File: src/rtl/mem_pkg.sv
`default_nettype none
// ============================================================================
//  Module   : mem_pkg
//  Purpose  : Shared types, constants and helpers for the MEM-stage
//             load/store engine (mem_access_unit, load_extend).
//  Revision : 1.0  initial release
// ============================================================================
package mem_pkg;

  localparam int BYTES_PER_WORD = 8;
  localparam int OFFSET_BITS    = 3;

  // Access size encoding, as delivered by the EX/MEM register
  typedef enum logic [1:0] {
    BYTE  = 2'd0,
    HALF  = 2'd1,
    WORD  = 2'd2,
    DWORD = 2'd3
  } mem_size_e;

  // Load/store engine states
  typedef enum logic [1:0] {
    IDLE      = 2'd0,
    REQ       = 2'd1,
    WAIT_RESP = 2'd2,
    DONE      = 2'd3
  } mau_state_e;

  // Offset bits that must be zero for a naturally aligned access of this size
  function automatic logic [OFFSET_BITS-1:0] size_low_mask(input mem_size_e size);
    logic [OFFSET_BITS-1:0] mask;
    case (size)
      BYTE:    mask = 3'b000;
      HALF:    mask = 3'b001;
      WORD:    mask = 3'b011;
      default: mask = 3'b111;
    endcase
    return mask;
  endfunction

  // Byte-lane enables: one bit per byte of the access, moved up to its offset.
  // Bits shifted beyond lane 7 are dropped.
  function automatic logic [BYTES_PER_WORD-1:0] byte_enables(
    input mem_size_e              size,
    input logic [OFFSET_BITS-1:0] offset
  );
    logic [BYTES_PER_WORD-1:0] base;
    case (size)
      BYTE:    base = 8'h01;
      HALF:    base = 8'h03;
      WORD:    base = 8'h0F;
      default: base = 8'hFF;
    endcase
    return base << offset;
  endfunction

endpackage : mem_pkg
`default_nettype wire

File: src/rtl/load_extend.sv
`default_nettype none
// ============================================================================
//  Module   : load_extend
//  Purpose  : Combinational load-data extraction: shifts the addressed bytes
//             of a memory word down to bit 0, then sign- or zero-extends the
//             byte/half/word result to the full data width.
//  Revision : 1.0  initial release
// ============================================================================
module load_extend
  import mem_pkg::*;
#(
  parameter int DATA_WIDTH = 64
) (
  input  logic [DATA_WIDTH-1:0]  rdata_i,
  input  logic [OFFSET_BITS-1:0] offset_i,
  input  mem_size_e              size_i,
  input  logic                   unsigned_i,
  output logic [DATA_WIDTH-1:0]  data_o
);

  logic [DATA_WIDTH-1:0] w_shifted;

  // Bring the addressed lane to bit 0, then replicate the sign (or zero) above it
  always_comb begin
    w_shifted = rdata_i >> {offset_i, 3'b000};
    data_o    = w_shifted;
    case (size_i)
      BYTE:    data_o = {{(DATA_WIDTH-8){~unsigned_i & w_shifted[7]}},   w_shifted[7:0]};
      HALF:    data_o = {{(DATA_WIDTH-16){~unsigned_i & w_shifted[15]}}, w_shifted[15:0]};
      WORD:    data_o = {{(DATA_WIDTH-32){~unsigned_i & w_shifted[31]}}, w_shifted[31:0]};
      default: data_o = w_shifted;
    endcase
  end

endmodule : load_extend
`default_nettype wire

File: src/rtl/mem_access_unit.sv
`default_nettype none
// ============================================================================
//  Module   : mem_access_unit
//  Purpose  : MEM-stage load/store engine. Issues one valid/ready request per
//             load or store, aligns store data to its byte lane, generates
//             byte enables, extends load data and stalls the pipeline until
//             the access completes.
//  Config   : MEM_MISALIGN_TRAP_EN - when defined, misaligned accesses skip
//             the memory request and raise misaligned_out for one cycle;
//             otherwise the offset is silently rounded down to alignment.
//  Revision : 1.0  initial release
// ============================================================================
module mem_access_unit
  import mem_pkg::*;
#(
  parameter int ADDR_WIDTH = 64,
  parameter int DATA_WIDTH = 64
) (
  input  logic                  clk,
  input  logic                  reset,
  input  logic                  mem_read_in,
  input  logic                  mem_write_in,
  input  logic [ADDR_WIDTH-1:0] addr_in,
  input  logic [DATA_WIDTH-1:0] wdata_in,
  input  logic [1:0]            size_in,
  input  logic                  unsigned_in,
  output logic                  dmem_req_valid,
  input  logic                  dmem_req_ready,
  output logic                  dmem_req_we,
  output logic [ADDR_WIDTH-1:0] dmem_req_addr,
  output logic [DATA_WIDTH-1:0] dmem_req_wdata,
  output logic [7:0]            dmem_req_be,
  input  logic                  dmem_resp_valid,
  input  logic [DATA_WIDTH-1:0] dmem_resp_rdata,
  output logic [DATA_WIDTH-1:0] load_data_out,
  output logic                  load_valid_out,
`ifdef MEM_MISALIGN_TRAP_EN
  output logic                  misaligned_out,
`endif
  output logic                  stall_out
);

  mau_state_e             state_q;
  logic                   req_valid_q;
  logic                   req_we_q;
  logic [ADDR_WIDTH-1:0]  req_addr_q;
  logic [DATA_WIDTH-1:0]  req_wdata_q;
  logic [7:0]             req_be_q;
  logic [OFFSET_BITS-1:0] offset_q;
  mem_size_e              size_q;
  logic                   unsigned_q;
  logic [DATA_WIDTH-1:0]  load_data_q;
  logic                   load_valid_q;
`ifdef MEM_MISALIGN_TRAP_EN
  logic                   misaligned_q;
`endif

  logic                   access_w;
  mem_size_e              size_d;
  logic [OFFSET_BITS-1:0] offset_d;
  logic                   trap_d;
  logic [7:0]             be_d;
  logic [DATA_WIDTH-1:0]  wdata_d;
  logic [ADDR_WIDTH-1:0]  addr_d;
  logic [DATA_WIDTH-1:0]  ext_data_w;

  assign access_w = mem_read_in | mem_write_in;
  assign size_d   = mem_size_e'(size_in);

  // Request fields derived from the EX/MEM inputs, captured on entry to REQ
  always_comb begin
    offset_d = addr_in[OFFSET_BITS-1:0];
`ifdef MEM_MISALIGN_TRAP_EN
    trap_d   = |(offset_d & size_low_mask(size_d));
`else
    trap_d   = 1'b0;
    offset_d = offset_d & ~size_low_mask(size_d);
`endif
    be_d    = byte_enables(size_d, offset_d);
    wdata_d = wdata_in << {offset_d, 3'b000};
    addr_d  = {addr_in[ADDR_WIDTH-1:OFFSET_BITS], {OFFSET_BITS{1'b0}}};
  end

  // Response extraction uses the captured offset/size so the inputs may move
  load_extend #(
    .DATA_WIDTH (DATA_WIDTH)
  ) u_load_extend (
    .rdata_i    (dmem_resp_rdata),
    .offset_i   (offset_q),
    .size_i     (size_q),
    .unsigned_i (unsigned_q),
    .data_o     (ext_data_w)
  );

  // Access sequencer: IDLE -> REQ -> (WAIT_RESP for loads) -> DONE -> IDLE
  always_ff @(posedge clk) begin
    if (reset) begin
      state_q      <= IDLE;
      req_valid_q  <= 1'b0;
      req_we_q     <= 1'b0;
      req_addr_q   <= '0;
      req_wdata_q  <= '0;
      req_be_q     <= '0;
      offset_q     <= '0;
      size_q       <= BYTE;
      unsigned_q   <= 1'b0;
      load_data_q  <= '0;
      load_valid_q <= 1'b0;
`ifdef MEM_MISALIGN_TRAP_EN
      misaligned_q <= 1'b0;
`endif
    end else begin
      // Single-cycle pulses default low
      load_valid_q <= 1'b0;
`ifdef MEM_MISALIGN_TRAP_EN
      misaligned_q <= 1'b0;
`endif
      case (state_q)
        IDLE: begin
          if (access_w) begin
            if (trap_d) begin
`ifdef MEM_MISALIGN_TRAP_EN
              misaligned_q <= 1'b1;
`endif
              state_q <= DONE;
            end else begin
              // A simultaneous read and write is treated as a store
              req_valid_q <= 1'b1;
              req_we_q    <= mem_write_in;
              req_addr_q  <= addr_d;
              req_wdata_q <= wdata_d;
              req_be_q    <= be_d;
              offset_q    <= offset_d;
              size_q      <= size_d;
              unsigned_q  <= unsigned_in;
              state_q     <= REQ;
            end
          end
        end
        REQ: begin
          if (dmem_req_ready) begin
            req_valid_q <= 1'b0;
            state_q     <= req_we_q ? DONE : WAIT_RESP;
          end
        end
        WAIT_RESP: begin
          if (dmem_resp_valid) begin
            load_data_q  <= ext_data_w;
            load_valid_q <= 1'b1;
            state_q      <= DONE;
          end
        end
        DONE: begin
          state_q <= IDLE;
        end
        default: begin
          state_q <= IDLE;
        end
      endcase
    end
  end

  // Hold upstream while an access is being started or is outstanding
  assign stall_out = ~reset &
                     (((state_q == IDLE) & access_w) |
                      (state_q == REQ) |
                      (state_q == WAIT_RESP));

  assign dmem_req_valid = req_valid_q;
  assign dmem_req_we    = req_we_q;
  assign dmem_req_addr  = req_addr_q;
  assign dmem_req_wdata = req_wdata_q;
  assign dmem_req_be    = req_be_q;
  assign load_data_out  = load_data_q;
  assign load_valid_out = load_valid_q;
`ifdef MEM_MISALIGN_TRAP_EN
  assign misaligned_out = misaligned_q;
`endif

endmodule : mem_access_unit
`default_nettype wire

File: config.mk
export PLATFORM = sky130hd
export DESIGN_NAME = mem_access_unit
export DESIGN_NICKNAME = d
export VERILOG_FILES = /design/src/rtl/mem_pkg.sv /design/src/rtl/load_extend.sv /design/src/rtl/mem_access_unit.sv
export SDC_FILE = /design/constraint.sdc
export NUM_CORES = 1
export LEC_CHECK = 0
export ABC_CLOCK_PERIOD_IN_PS = 7100
export CORE_MARGIN = 5
export CORE_UTILIZATION = 48
export CTS_CLUSTER_SIZE = 12
export DETAILED_ROUTE_END_ITERATION = 8
export GPL_TIMING_DRIVEN = 0
export MAX_ROUTING_LAYER = met4
export PLACE_DENSITY_LB_ADDON = 0.05
export SLEW_MARGIN = 20
export SYNTH_ARGS = -nofsm -noshare
export SYNTH_HDL_FRONTEND = slang
export SYNTH_SLANG_ARGS = --single-unit
File: constraint.sdc
create_clock -name clk -period 7.1 [get_ports clk]
set_clock_uncertainty 0.1 [all_clocks]
set_input_delay 1.42 -clock clk [delete_from_list [all_inputs] [get_ports clk]]
set_output_delay 1.42 -clock clk [all_outputs]
set_load 0.005 [all_outputs]
# --- Word level (Yosys, flattened, before mapping) ---
# Index checks and enable logic that the tools add are counted.
totals:
  inputBits: 201
  wordCells: 58
  reg_bits: 208
op_classes:
  n_eq_ne: 10
  bitwise_logic: 13
  n_mux: 12
  shift: 3
  reduce_logical: 9
op_table:
  columns: ["operator", "n"]
  rows:
  - ["case mux 64 bit (3 select lines)", 1]
  - ["left shift 64 x 6 -> 64 bit", 1]
  - [">> shifter 64 x 6 -> 64 bit", 1]
  - ["case mux 8 bit (3 select lines)", 1]
  - ["case mux 3 bit (3 select lines)", 1]
  - ["== test 2 bit, second input constant", 4]
  - ["case mux 2 bit (4 select lines)", 1]
  - ["left shift 8 x 3 -> 8 bit", 1]
  - ["== test 2 x 1 -> 1 bit, second input constant", 3]
  - ["logical NOT 2 bit", 3]
  - ["2-to-1 mux 2 bit", 3]
  - ["inequality test 2 bit, second input constant", 3]
  - ["AND reduction 3 bit", 2]
  - ["AND 1 bit", 5]
  - ["2-to-1 mux 1 bit", 4]
  - ["AND reduction 2 bit", 2]
  - ["AND 3 bit", 1]
  - ["NOT 1 bit", 3]
  - ["NOT 3 bit", 1]
  - ["bitwise OR 1 bit", 3]
  - ["case mux 1 bit (2 select lines)", 1]
  - ["nonzero test 2 bit", 1]
  - ["OR reduction 2 bit", 1]

# --- Longest topological paths before layout ---
logic_depth:
  word_depth: 5
  ltp_mapped: 10

# --- Hierarchy ---
# From an unflattened synthesis, not the netlist that was laid out.
unflattened:
  cells_unflattened: 1318
  hier_area_um2: 11187.0
by_module_without_submodules:
  columns: ["module", "area_each_um2", "n_inst", "cells_per_inst", "seq_area_each_um2"]
  rows:
  - ["mem_access_unit", 8887.3, 1, 1054, 4164.0]
  - ["load_extend", 2299.7, 1, 264, 0.0]

# --- Worst setup path before layout ---
# OpenSTA, ideal clock, no wires.
synth_path:
  kind: "input to output"
  startpoint: "in mem_write_in"
  endpoint: "out stall_out"
  arrival_time_ps: 2329
  required_ps: 5580
  setup_slack_ps: 3251
  stages: 4
  path_cell_list: "o21ai_0 clkbuf_1 clkbuf_1 a21oi_1"
synth_via:
  elab_chain_cells: 5
synth_rtl:
  columns: ["item", "line_no", "rtl"]
  rows:
  - ["from (decl)", "mem_access_unit.sv:22", "input logic mem_write_in,"]
  - ["bitwise OR 1 bit", "mem_access_unit.sv:67", "assign access_w = mem_read_in | mem_write_in;"]
  - ["AND 1 bit", "mem_access_unit.sv:165", "(((state_q == IDLE) & access_w) |"]
  - ["bitwise OR 1 bit", "mem_access_unit.sv:165", null]
  - ["bitwise OR 1 bit", "mem_access_unit.sv:166", "(state_q == REQ) |"]
  - ["AND 1 bit", "mem_access_unit.sv:164", "assign stall_out = ~reset &"]
  - ["to (decl)", "mem_access_unit.sv:40", "output logic stall_out"]
# No other way between the ends.

# --- Worst setup path in the final report ---
# Ends and elaborated chain as after synthesis.

==> flow_summary.json <==
{
  "status": "completed",
  "htreeDepth": 1,
  "reg2reg_depth": 7,
  "final_common_cell": "clkdlybuf4s50_1",
  "critPathLaunchType": "input port",
  "drc_errors": 0,
  "cts_max_path_buffers": 3,
  "fin_nets": 1859,
  "grt_pass1_vias": 11500,
  "top_layer_used": "met4",
  "dp.cells": 1908,
  "max-vdd-ir-drop_mv": 0.193,
  "cts_buffers": 24,
  "crit_required_ns": 5.58,
  "avgRoutedWirePerCell_um": 23.1,
  "grt_setup_unrepaired": "false",
  "leakagePower_nw": 5.59,
  "synth_warnings": 0,
  "min_path_cells": 2,
  "synth_ff_type": "dfxtp_1",
  "critPathSlowestCell": "clkbuf_1",
  "drive_gt1_frac": 0.102,
  "place.gp.congestion": 1.01,
  "clockRootBuffer": "clkbuf_16",
  "viasPerCell": 5.92,
  "critical_path.cell_chain": "clkdlybuf4s50_1 > o21ai_0 > clkbuf_1 > clkbuf_1 > a21oi_1 > clkdlybuf4s50_1",
  "cts.reportedPaths.clkPinSlew_ns": 0.05,
  "setup_tns_ns": 0,
  "final_cell_mix": "clkdlybuf4s50_1, nand2_1, dfxtp_1",
  "criticalPathCategory": "input port to primary output",
  "finalHoldViolCount": 0,
  "max-slew-margin-rel": 0.292,
  "die-area_mm2": 0.0254,
  "met2WireLength_um": 21600,
  "clk_latency_ns": 0.52,
  "fill_cells": 1758,
  "multi_input_area_mm2": 0.00602,
  "dpl_cell_area_mm2": 0.0151,
  "grt_overflow_total": 0,
  "regArea_mm2": 0.00416,
  "antenna_found_initial": 3,
  "hpwlAfterDp_um": 34900,
  "core-area_mm2": 0.0219,
  "die_h_um": 159,
  "synth.avg_cell_area_um2": 8.74,
  "clkSinkCount": 208,
  "syn_area_mm2": 0.0107,
  "critical_path.max_stage_delay_ns": 0.53,
  "routed_wl_um": 45000,
  "start_util": 0.490,
  "grt_pass1_wl_um": 67000,
  "pin_count": 405,
  "cts_hold_buf": 0,
  "max_freq_ghz": 0.179,
  "hold_class": "register to register",
  "async_reset_ff_frac": 0,
  "cts_tree": "done",
  "startpoint": "mem_write_in",
  "setup_viol": 0,
  "synthCells": 1227,
  "grt_max_degree": 13,
  "worstPathArrival_ns": 4.07,
  "synth.distinct_cells": 55,
  "drt_iter0_drc": 1024,
  "crit_fanout": 10,
  "ant_nets": 0,
  "port_buffers": 399,
  "worst_pin_slew_ns": 1.05,
  "final_area_mm2": 0.0158,
  "track_usage": 0.340,
  "cellPowerDensity_mw_per_mm2": 296,
  "ys_seq_area_frac": 0.388,
  "cts_resized": 0,
  "hold_start": "dmem_req_addr[14]",
  "met1_length_um": 16800,
  "num_vias": 11600,
  "final_cells": 1953,
  "firstDrtPassIters": 7,
  "period_share": 0.787,
  "maxCapViolations": 0,
  "critPathCaptureType": "primary output",
  "ys_ff_latch": 208,
  "worstReg2RegStart": "offset_q[1]",
  "syn_to_final_growth_pct": 47.7,
  "wl_met3_um": 4330,
  "cts_setup_buffers": 0,
  "die_w_um": 159,
  "synth_edf_count": 0,
  "rows": 54,
  "fin_crit_ns": 5.59,
  "drv_slew": 0
}
==> cell usage after synthesis (14+ instances only) <==
master    count  area share
a211oi_2     31       0.036
mux4_2       39       0.082
nand2_1     228       0.080
mux2i_1      67       0.063
a32oi_1      14       0.011
a211oi_1     25       0.017
a222oi_1     17       0.016
nor2b_1      14      0.0082
a22oi_1      36       0.025
nand2b_1     25       0.015
nor3_1       36       0.017
nor2_1      161       0.056
o21ai_0      18      0.0084
nand3_1      18      0.0084
clkbuf_1     81       0.028
buf_2        17      0.0079
dfxtp_1     208        0.39
a21oi_1      88       0.041
==> stage by stage <==
| step | hold WS, ns | total power, mW | worst slack, ns | util |
|---|---|---|---|---|
| 6_report | 0.353 | 4.70 | 1.51 | 0.724 |
| 5_1_grt | 0.372 | 4.91 | 1.40 | 0.724 |
| 4_1_cts | 0.354 | 4.69 | 1.57 | 0.723 |
| 3_5_place_dp | 0.346 | 3.49 | 1.57 | 0.689 |
| 3_3_place_gp | 0.341 | 3.45 | 1.57 | 0.689 |
| 2_1_floorplan | 0.353 | 2.49 | 3.25 | - |
==> kinds of logic after synthesis <==
group	after synthesis	synth area share
AOI/OAI and AO/OA	276	0.199
muxes	123	0.164
buffers and inverters	121	0.0510
DFF	208	0.388
adders and majority gates	4	0.00467
other	1	0.000350
and+or+nand+nor	494	0.193
==> routing by layer <==
metal | GRT usage | vias up
met5 | - | -
met4 | 0.155 | 0
met3 | 0.0800 | 138
met2 | 0.562 | 722
met1 | 0.392 | 5447
li1 | - | 5248
==> report_power, final <==
group / leakage [nW] / switching (mW) / total, mW / internal [mW]
Combinational: 3.52 / 0.998 / 1.90 / 0.905
Clock: 0.375 / 0.497 / 1.20 / 0.705
Sequential: 1.70 / 0.163 / 1.59 / 1.43
Total: 5.59 / 1.66 / 4.70 / 3.04
==> layout make-up <==
type,count,area share
Antenna cell,3,0.000474
Buffer,112,0.0324
Clock buffer,38,0.0464
Clock inverter,4,0.00150
Inverter,9,0.00213
Multi-Input combinational cell,900,0.380
Sequential cell,208,0.263
Tap cell,280,0.0221
Timing Repair Buffer,399,0.252
==> critical path: cells and delay by family <==
family	cells	cell delay, ns
AOI/OAI and AO/OA	2	0.64
buffers and inverters	4	1.99
==> state kept, by name (all words and copies together) (netlist names) <==
register,flops
dmem_req_wdata,64
load_data_out,64
dmem_req_addr,61
dmem_req_be,8
offset_q,3
size_q,2
state_q,2
dmem_req_valid,1
dmem_req_we,1
load_valid_out,1
unsigned_q,1
==> path summary, 6_finish.rpt <==
| check | to | slack (ns) |
|---|---|---|
| worst max-delay path | stall_out | 1.51 |
| worst min-delay path | dmem_req_addr[14] | 0.35 |
| worst max register to register | load_data_out[23] | 4.14 |
| worst min register to register | dmem_req_addr[14] | 0.35 |
(Power assumes the default switching activity.)
